==> config.mk <==
export PLATFORM = sky130hd
export DESIGN_NAME = rtc_bus_sequencer
export DESIGN_NICKNAME = d
export VERILOG_FILES = /design/src/rtl/rtc_bus_sequencer.sv
export SDC_FILE = /design/constraint.sdc
export NUM_CORES = 1
export LEC_CHECK = 0
export BUFFER_PORTS_ARGS = -buffer_cell sky130_fd_sc_hd__buf_2
export CAP_MARGIN = 20
export CORE_MARGIN = 5
export CORE_UTILIZATION = 53
export CTS_BUF_LIST = sky130_fd_sc_hd__clkbuf_8 sky130_fd_sc_hd__clkbuf_16
export DETAILED_ROUTE_END_ITERATION = 6
export GPL_ROUTABILITY_DRIVEN = 0
export PLACE_DENSITY = 0.75
export SYNTH_ARGS = -nofsm -noshare
export SYNTH_HDL_FRONTEND = slang
export SYNTH_SLANG_ARGS = --single-unit
==> constraint.sdc <==
create_clock -name clk -period 2.15 [get_ports clk]
set_input_delay 0.215 -clock clk [delete_from_list [all_inputs] [get_ports clk]]
set_output_delay 0.215 -clock clk [all_outputs]
set_load 0.02 [all_outputs]
==> src/rtl/rtc_bus_sequencer.sv <==
// Multiplexed address/data RTC bus sequencer: sweeps NUM_REGS registers into a shadow file
// and interleaves user writes. Optional BCD validation of read bytes under BCD_CHECK_EN.
module rtc_bus_sequencer #(
    parameter int unsigned DATA_W    = 8,
    parameter int unsigned NUM_REGS  = 9,
    parameter int unsigned BASE_ADDR = 'h21,
    parameter int unsigned T_PHASE   = 4,
    parameter int unsigned SWEEP_GAP = 1000
) (
    input  logic              clk,
    input  logic              rst,
    input  logic              wr_req,
    input  logic [3:0]        wr_idx,
    input  logic [DATA_W-1:0] wr_data,
    output logic              wr_ack,
    input  logic [3:0]        rd_idx,
    output logic [DATA_W-1:0] rd_data,
    input  logic [DATA_W-1:0] chip_out,
    output logic [DATA_W-1:0] chip_in,
    output logic              bus_oe,
    output logic [3:0]        control_chip,
    output logic [4:0]        cuenta_lectura,
    output logic              sweep_done,
`ifdef BCD_CHECK_EN
    output logic              bcd_err,
`endif
    output logic              busy
);

    localparam int unsigned PH_W  = $clog2(T_PHASE + 1);
    localparam int unsigned GAP_W = $clog2(SWEEP_GAP + 1);
    localparam int unsigned IDX_W = 4;
    localparam int unsigned CNT_W = 5;

    // {cs_n, rd_n, wr_n, ad}
    localparam logic [3:0] CTRL_IDLE = 4'b1110;
    localparam logic [3:0] CTRL_ADDR = 4'b0111;
    localparam logic [3:0] CTRL_ASTB = 4'b0101;
    localparam logic [3:0] CTRL_DATA = 4'b0110;
    localparam logic [3:0] CTRL_WSTB = 4'b0100;
    localparam logic [3:0] CTRL_RSTB = 4'b0010;

    typedef enum logic [2:0] {
        S_IDLE, S_A_SETUP, S_A_STROBE, S_A_HOLD, S_D_SETUP, S_D_STROBE, S_D_HOLD, S_GAP
    } state_t;

    state_t              state_q, state_d;
    logic [PH_W-1:0]     ph_q, ph_d;
    logic [GAP_W-1:0]    gap_q, gap_d;
    logic [IDX_W-1:0]    idx_q, idx_d;
    logic                is_wr_q, is_wr_d;
    logic [DATA_W-1:0]   wdata_q, wdata_d;
    logic                wr_ack_q, wr_ack_d;
    logic                done_q, done_d;
    logic [3:0]          ctrl_q, ctrl_d;
    logic [DATA_W-1:0]   chin_q, chin_d;
    logic                oe_q, oe_d;
    logic [CNT_W-1:0]    cuenta_q, cuenta_d;
    logic                busy_q, busy_d;
    logic [DATA_W-1:0]   addr_c;
    logic                phase_end;
    logic                store_rd, store_wr;
    logic                rd_ok;
    logic [DATA_W-1:0]   shadow_q [NUM_REGS];

    assign phase_end = (ph_q == PH_W'(T_PHASE - 1));

`ifdef BCD_CHECK_EN
    assign rd_ok = (chip_out[7:4] <= 4'd9) && (chip_out[3:0] <= 4'd9);
`else
    assign rd_ok = 1'b1;
`endif

    // State, phase timer, arbitration and registered bus outputs decoded from the next state
    always_ff @(posedge clk or negedge rst) begin
        if (!rst) begin
            state_q  <= S_IDLE;
            ph_q     <= '0;
            gap_q    <= GAP_W'(SWEEP_GAP);
            idx_q    <= '0;
            is_wr_q  <= 1'b0;
            wdata_q  <= '0;
            wr_ack_q <= 1'b0;
            done_q   <= 1'b0;
            ctrl_q   <= CTRL_IDLE;
            chin_q   <= '0;
            oe_q     <= 1'b0;
            cuenta_q <= CNT_W'(31);
            busy_q   <= 1'b0;
        end else begin
            state_q  <= state_d;
            ph_q     <= ph_d;
            gap_q    <= gap_d;
            idx_q    <= idx_d;
            is_wr_q  <= is_wr_d;
            wdata_q  <= wdata_d;
            wr_ack_q <= wr_ack_d;
            done_q   <= done_d;
            ctrl_q   <= ctrl_d;
            chin_q   <= chin_d;
            oe_q     <= oe_d;
            cuenta_q <= cuenta_d;
            busy_q   <= busy_d;
        end
    end

    always_comb begin
        state_d  = state_q;
        ph_d     = ph_q;
        gap_d    = gap_q;
        idx_d    = idx_q;
        is_wr_d  = is_wr_q;
        wdata_d  = wdata_q;
        wr_ack_d = 1'b0;
        done_d   = 1'b0;
        store_rd = 1'b0;
        store_wr = 1'b0;

        if (state_q != S_IDLE) ph_d = phase_end ? '0 : ph_q + PH_W'(1);
        if (state_q == S_IDLE && gap_q != '0) gap_d = gap_q - GAP_W'(1);

        case (state_q)
            S_IDLE: begin
                // wr_ack_q blocks re-accepting a request still held during its own ack cycle
                if (wr_req && !wr_ack_q) begin
                    state_d = S_A_SETUP;
                    ph_d    = '0;
                    is_wr_d = 1'b1;
                    idx_d   = wr_idx;
                    wdata_d = wr_data;
                end else if (gap_q <= GAP_W'(1)) begin
                    state_d = S_A_SETUP;
                    ph_d    = '0;
                    is_wr_d = 1'b0;
                    idx_d   = '0;
                end
            end
            S_GAP: begin
                if (phase_end) begin
                    if (is_wr_q) begin
                        wr_ack_d = 1'b1;
                        store_wr = 1'b1;
                        state_d  = S_IDLE;
                    end else if (idx_q == IDX_W'(NUM_REGS - 1)) begin
                        done_d  = 1'b1;
                        gap_d   = GAP_W'(SWEEP_GAP);
                        state_d = S_IDLE;
                    end else begin
                        idx_d   = idx_q + IDX_W'(1);
                        state_d = S_A_SETUP;
                    end
                end
            end
            default: begin
                if (phase_end) begin
                    store_rd = (state_q == S_D_STROBE) && !is_wr_q;
                    state_d  = state_t'(state_q + 3'd1);
                end
            end
        endcase

        addr_c   = DATA_W'(BASE_ADDR) + DATA_W'(idx_d);
        ctrl_d   = CTRL_IDLE;
        chin_d   = '0;
        oe_d     = 1'b0;
        cuenta_d = CNT_W'(31);
        busy_d   = (state_d != S_IDLE);
        case (state_d)
            S_A_SETUP, S_A_HOLD: begin
                ctrl_d = CTRL_ADDR;
                oe_d   = 1'b1;
                chin_d = addr_c;
            end
            S_A_STROBE: begin
                ctrl_d = CTRL_ASTB;
                oe_d   = 1'b1;
                chin_d = addr_c;
            end
            S_D_SETUP, S_D_HOLD: begin
                ctrl_d = CTRL_DATA;
                oe_d   = is_wr_d;
                chin_d = is_wr_d ? wdata_d : '0;
            end
            S_D_STROBE: begin
                ctrl_d = is_wr_d ? CTRL_WSTB : CTRL_RSTB;
                oe_d   = is_wr_d;
                chin_d = is_wr_d ? wdata_d : '0;
            end
            default: ;
        endcase
        if (state_d != S_IDLE && !is_wr_d) cuenta_d = CNT_W'(idx_d);
    end

    // Shadow file: reads land at the end of D_STROBE, writes at GAP exit
    always_ff @(posedge clk or negedge rst) begin
        if (!rst) begin
            for (int unsigned i = 0; i < NUM_REGS; i++) shadow_q[i] <= '0;
        end else begin
            for (int unsigned i = 0; i < NUM_REGS; i++) begin
                if (idx_q == IDX_W'(i)) begin
                    if (store_rd && rd_ok) shadow_q[i] <= chip_out;
                    else if (store_wr)     shadow_q[i] <= wdata_q;
                end
            end
        end
    end

`ifdef BCD_CHECK_EN
    logic bcd_err_q;
    always_ff @(posedge clk or negedge rst) begin
        if (!rst) bcd_err_q <= 1'b0;
        else if (store_rd && !rd_ok) bcd_err_q <= 1'b1;
    end
    assign bcd_err = bcd_err_q;
`endif

    always_comb begin
        rd_data = '0;
        for (int unsigned i = 0; i < NUM_REGS; i++) begin
            if (rd_idx == IDX_W'(i)) rd_data = shadow_q[i];
        end
    end

    assign wr_ack         = wr_ack_q;
    assign sweep_done     = done_q;
    assign control_chip   = ctrl_q;
    assign chip_in        = chin_q;
    assign bus_oe         = oe_q;
    assign cuenta_lectura = cuenta_q;
    assign busy           = busy_q;

endmodule

==> impl_metrics.py <==
metrics = {
    "worst_setup_path": {
        "cp-start-kind": "flip-flop",
        "worstPathRequired_ns": 2.55,
        "arrival_ns": 2.62,
        "cp_slowest_cell": "dfrtp_1",
        "critPathMaxFanout": 5,
        "cp_slowest_stage_delay_ns": 0.39,
        "worstPathCellList": "inv_1 > ha_1 > nand3b_1 > a41o_1 > a21oi_1 > a221o_1 > buf_4 > nand4_1 > a31o_1",
        "crit_type": "reg2reg",
        "end_kind": "flip-flop",
    },
    "logic_synthesis": {
        "yosysTopAreaCell": "dfrtp_1",
        "synth_edf_count": 0,
        "synth-simple-area-share_pct": 17.98,
        "synth_async_sr_flop_share_pct": 100.0,
        "syn-cell-area_mm2": 0.005784,
        "synth_xor_area_share_pct": 1.514,
        "synth-seq-area-share_pct": 53.08,
        "ys_top_cells_by_area": "dfrtp_1 (47%), nand2_1 (6.5%), o21ai_0 (6.5%)",
        "synthAdderAreaFrac_pct": 2.812,
        "syn_inst": 570,
        "synth-compound-area-share_pct": 15.88,
        "synth_mux_area_share_pct": 6.057,
        "ys_ff_latch": 122,
        "yosys.area.top_type_share_pct": 46.72,
        "avgSynthCellArea_um2": 10.15,
        "yosysWarnings": 0,
        "yosysUniqueCellTypes": 62,
        "synth_top_family_by_area": "simple AND/OR/NAND/NOR gates",
        "syn_nets": 610,
        "synth-main-ff-cell": "dfrtp_1",
    },
    "timing": {
        "rsz0062_at_grt": "true",
        "timing.final.ws_setup_ns": -0.07023,
        "finalMaxSlewViolations": 0,
        "hold_violations": 0,
        "slew_headroom_pct": 63.69,
        "min_period_ns": 2.220,
        "finalCritPeriodShare_pct": 103.3,
        "setup_viol": 2,
        "worstMarginPinSlew_ns": 0.5446,
        "fin_worst_skew_ns": 0.009286,
        "timing.fmax_ghz": 0.4504,
    },
    "detailed_routing": {
        "drc": 0,
        "wl_um": 15990,
        "dr.pass1.iters": 4,
        "ant_nets": 0,
        "wl_per_cell_um": 18.79,
        "drt_iter0_markers": 396,
        "routed_via_density": 5.888,
        "via_count": 5011,
    },
    "cells_and_area": {
        "final_cell_mix": "dfrtp_1 (108), nand2_1 (100), o21ai_0 (72), buf_4 (61), buf_2 (55)",
        "nNetsFinal": 739,
        "final_common_cell": "dfrtp_1",
        "antenna_cells": 0,
        "area_growth_pct": 32.04,
        "final_area_mm2": 0.007637,
        "layout-drive-gt1-share_pct": 30.24,
        "instances_no_fill": 851,
    },
    "floorplanning": {
        "die_w_um": 114.5,
        "start_util_pct": 53.83,
        "design.core.area_mm2": 0.01075,
        "die_h_um": 114.5,
        "ios": 56,
        "fp-row-count": 38,
        "dieArea_mm2": 0.01310,
    },
    "job": {
        "maxCapViolCount": 0,
    },
    "hold_path": {
        "hold_path_class": "in2reg",
    },
    "pwr": {
        "ir_worst_vdd_uv": 591.9,
        "power_density_mw_per_mm2": 740.3,
        "p_leak_nw": 3.623,
    },
    "global_route": {
        "overflow": 0,
        "grt_pass1_vias": 5019,
        "grt_usage_pct": 23.65,
        "grt_max_degree": 49,
        "grt_pass1_wl_um": 24520,
        "antenna_found_initial": 0,
    },
    "clock_tree": {
        "ctsRootBufferMaster": "clkbuf_8",
        "clock_path_buffers": 2,
        "cts_tree": "yes",
        "path_clk_slew_ns": 0.06,
        "cts_sinks": 122,
        "cts_max_level": 4,
        "cts_buffers": 17,
        "clkLatencyLatePin_ns": 0.51,
    },
    "place": {
        "hpwl_um": 9829,
        "io_buffers": 55,
        "dp_cells": 805,
        "dpl-instance-area_mm2": 0.006666,
    },
    "run_status": {
        "outcome": "finished with violations",
        "failed_checks": "negative setup slack",
    },
}
## state kept, by name (all words and copies together), names as in the netlist
name            cells
busy                1
shadow_q           72
idx_q               4
sweep_done          1
gap_q              10
bus_oe              1
wr_ack              1
cuenta_lectura      5
state_q             3
control_chip        4
is_wr_q             1
ph_q                3
chip_in             8
wdata_q             8
## worst max-delay path, delay by kind of cell, from the launching register on
kind	cells	cell delay (ns)
simple gates	2	0.30
fa+ha+maj	1	0.19
buf+inv	2	0.28
compound gates	4	0.95
flops	1	0.39
## metrics by stage
| stage | hold slack, ns | TNS (ns) | total power (W) | worst slack [ns] | util [%] |
|---|---|---|---|---|---|
| after floorplan | -0.08059 | -0.09623 | 0.002470 | -0.002306 | - |
| after global placement | 0.2266 | -0.04252 | 0.002595 | -0.03473 | 62.04 |
| after detailed placement | 0.2345 | -0.7663 | 0.002603 | -0.1070 | 62.04 |
| after CTS | 0.03978 | -0.01110 | 0.005662 | -0.01110 | 69.53 |
| after global routing | 0.1322 | -1.284 | 0.005791 | -0.2741 | 71.08 |
| final | 0.1249 | -0.08273 | 0.005654 | -0.07023 | 71.08 |
## routing by layer
metal | track usage [%] | vias to the layer above | part of all wire [%]
met1 | 29.20 | 2469 | 39
met4 | 11.08 | 0 | 4.2
li1 | - | 2271 | -
met3 | 4.070 | 60 | 5.3
met5 | 0 | - | 0
met2 | 40.32 | 211 | 51
## cell usage after synthesis (9+ instances only)
| cell type | instances |
|---|---|
| dfrtp_1 | 108 |
| nand2_1 | 100 |
| o21ai_0 | 75 |
| nor2_1 | 33 |
| mux2i_1 | 26 |
| clkbuf_1 | 18 |
| inv_1 | 15 |
| a21oi_1 | 14 |
| dfstp_2 | 14 |
| ha_1 | 13 |
| nand3b_1 | 12 |
| nand2b_1 | 11 |
| nand3_1 | 9 |
## repair_timing
action | 4_1_cts | 5_1_grt
buffers inserted | 1 | 3
endpoints found under the hold margin | 39 | 0
gates cloned | 0 | 2
hold buffers | 9 | 0
pin swaps | 4 | 13
setup endpoints to repair | 19 | 50
gates resized for setup | 18 | 31
## cells by family after synthesis
kind of cell	count (synthesis)
simple gates	206
compound gates	145
flops	122
buf+inv	40
mux	34
fa+ha+maj	13
xor+xnor	10
## power breakdown
| group | internal [W] | switching (W) |
|---|---|---|
| clock | 0.00200 | 0.00106 |
| sequential | 0.00231 | 0.00000884 |
| combinational | 0.0000996 | 0.000166 |
| total | 0.00442 | 0.00124 |
## final cells by class
cell class              instances  area [um2]
inverters                      16       60.06
clock buffers                  17       414.1
multi-input cells             408        2745
flip-flops and latches        122        3070
well taps                     140       175.2
repair buffers                134       950.9
fillers                       710        3108
clock inverters                14       221.5
## path summary, 6_finish.rpt
path                                          startpoint  slack (ns)                           to  cells after the start
min in group asynchronous                            rst        0.22     shadow_q[36]$_DFFE_PN0P_                      2
worst min-delay path                           wr_idx[0]        0.12           idx_q[0]$_DFF_PN0_                      2
max in group asynchronous                            rst        1.23  cuenta_lectura[3]$_DFF_PN1_                      3
worst min register to register  shadow_q[39]$_DFFE_PN0P_        0.48     shadow_q[39]$_DFFE_PN0P_                      2
worst max register to register        idx_q[1]$_DFF_PN0_       -0.07         chip_in[3]$_DFF_PN0_                      9
worst max-delay path                  idx_q[1]$_DFF_PN0_       -0.07         chip_in[3]$_DFF_PN0_                      9
Power figures use the tool's default switching activity.
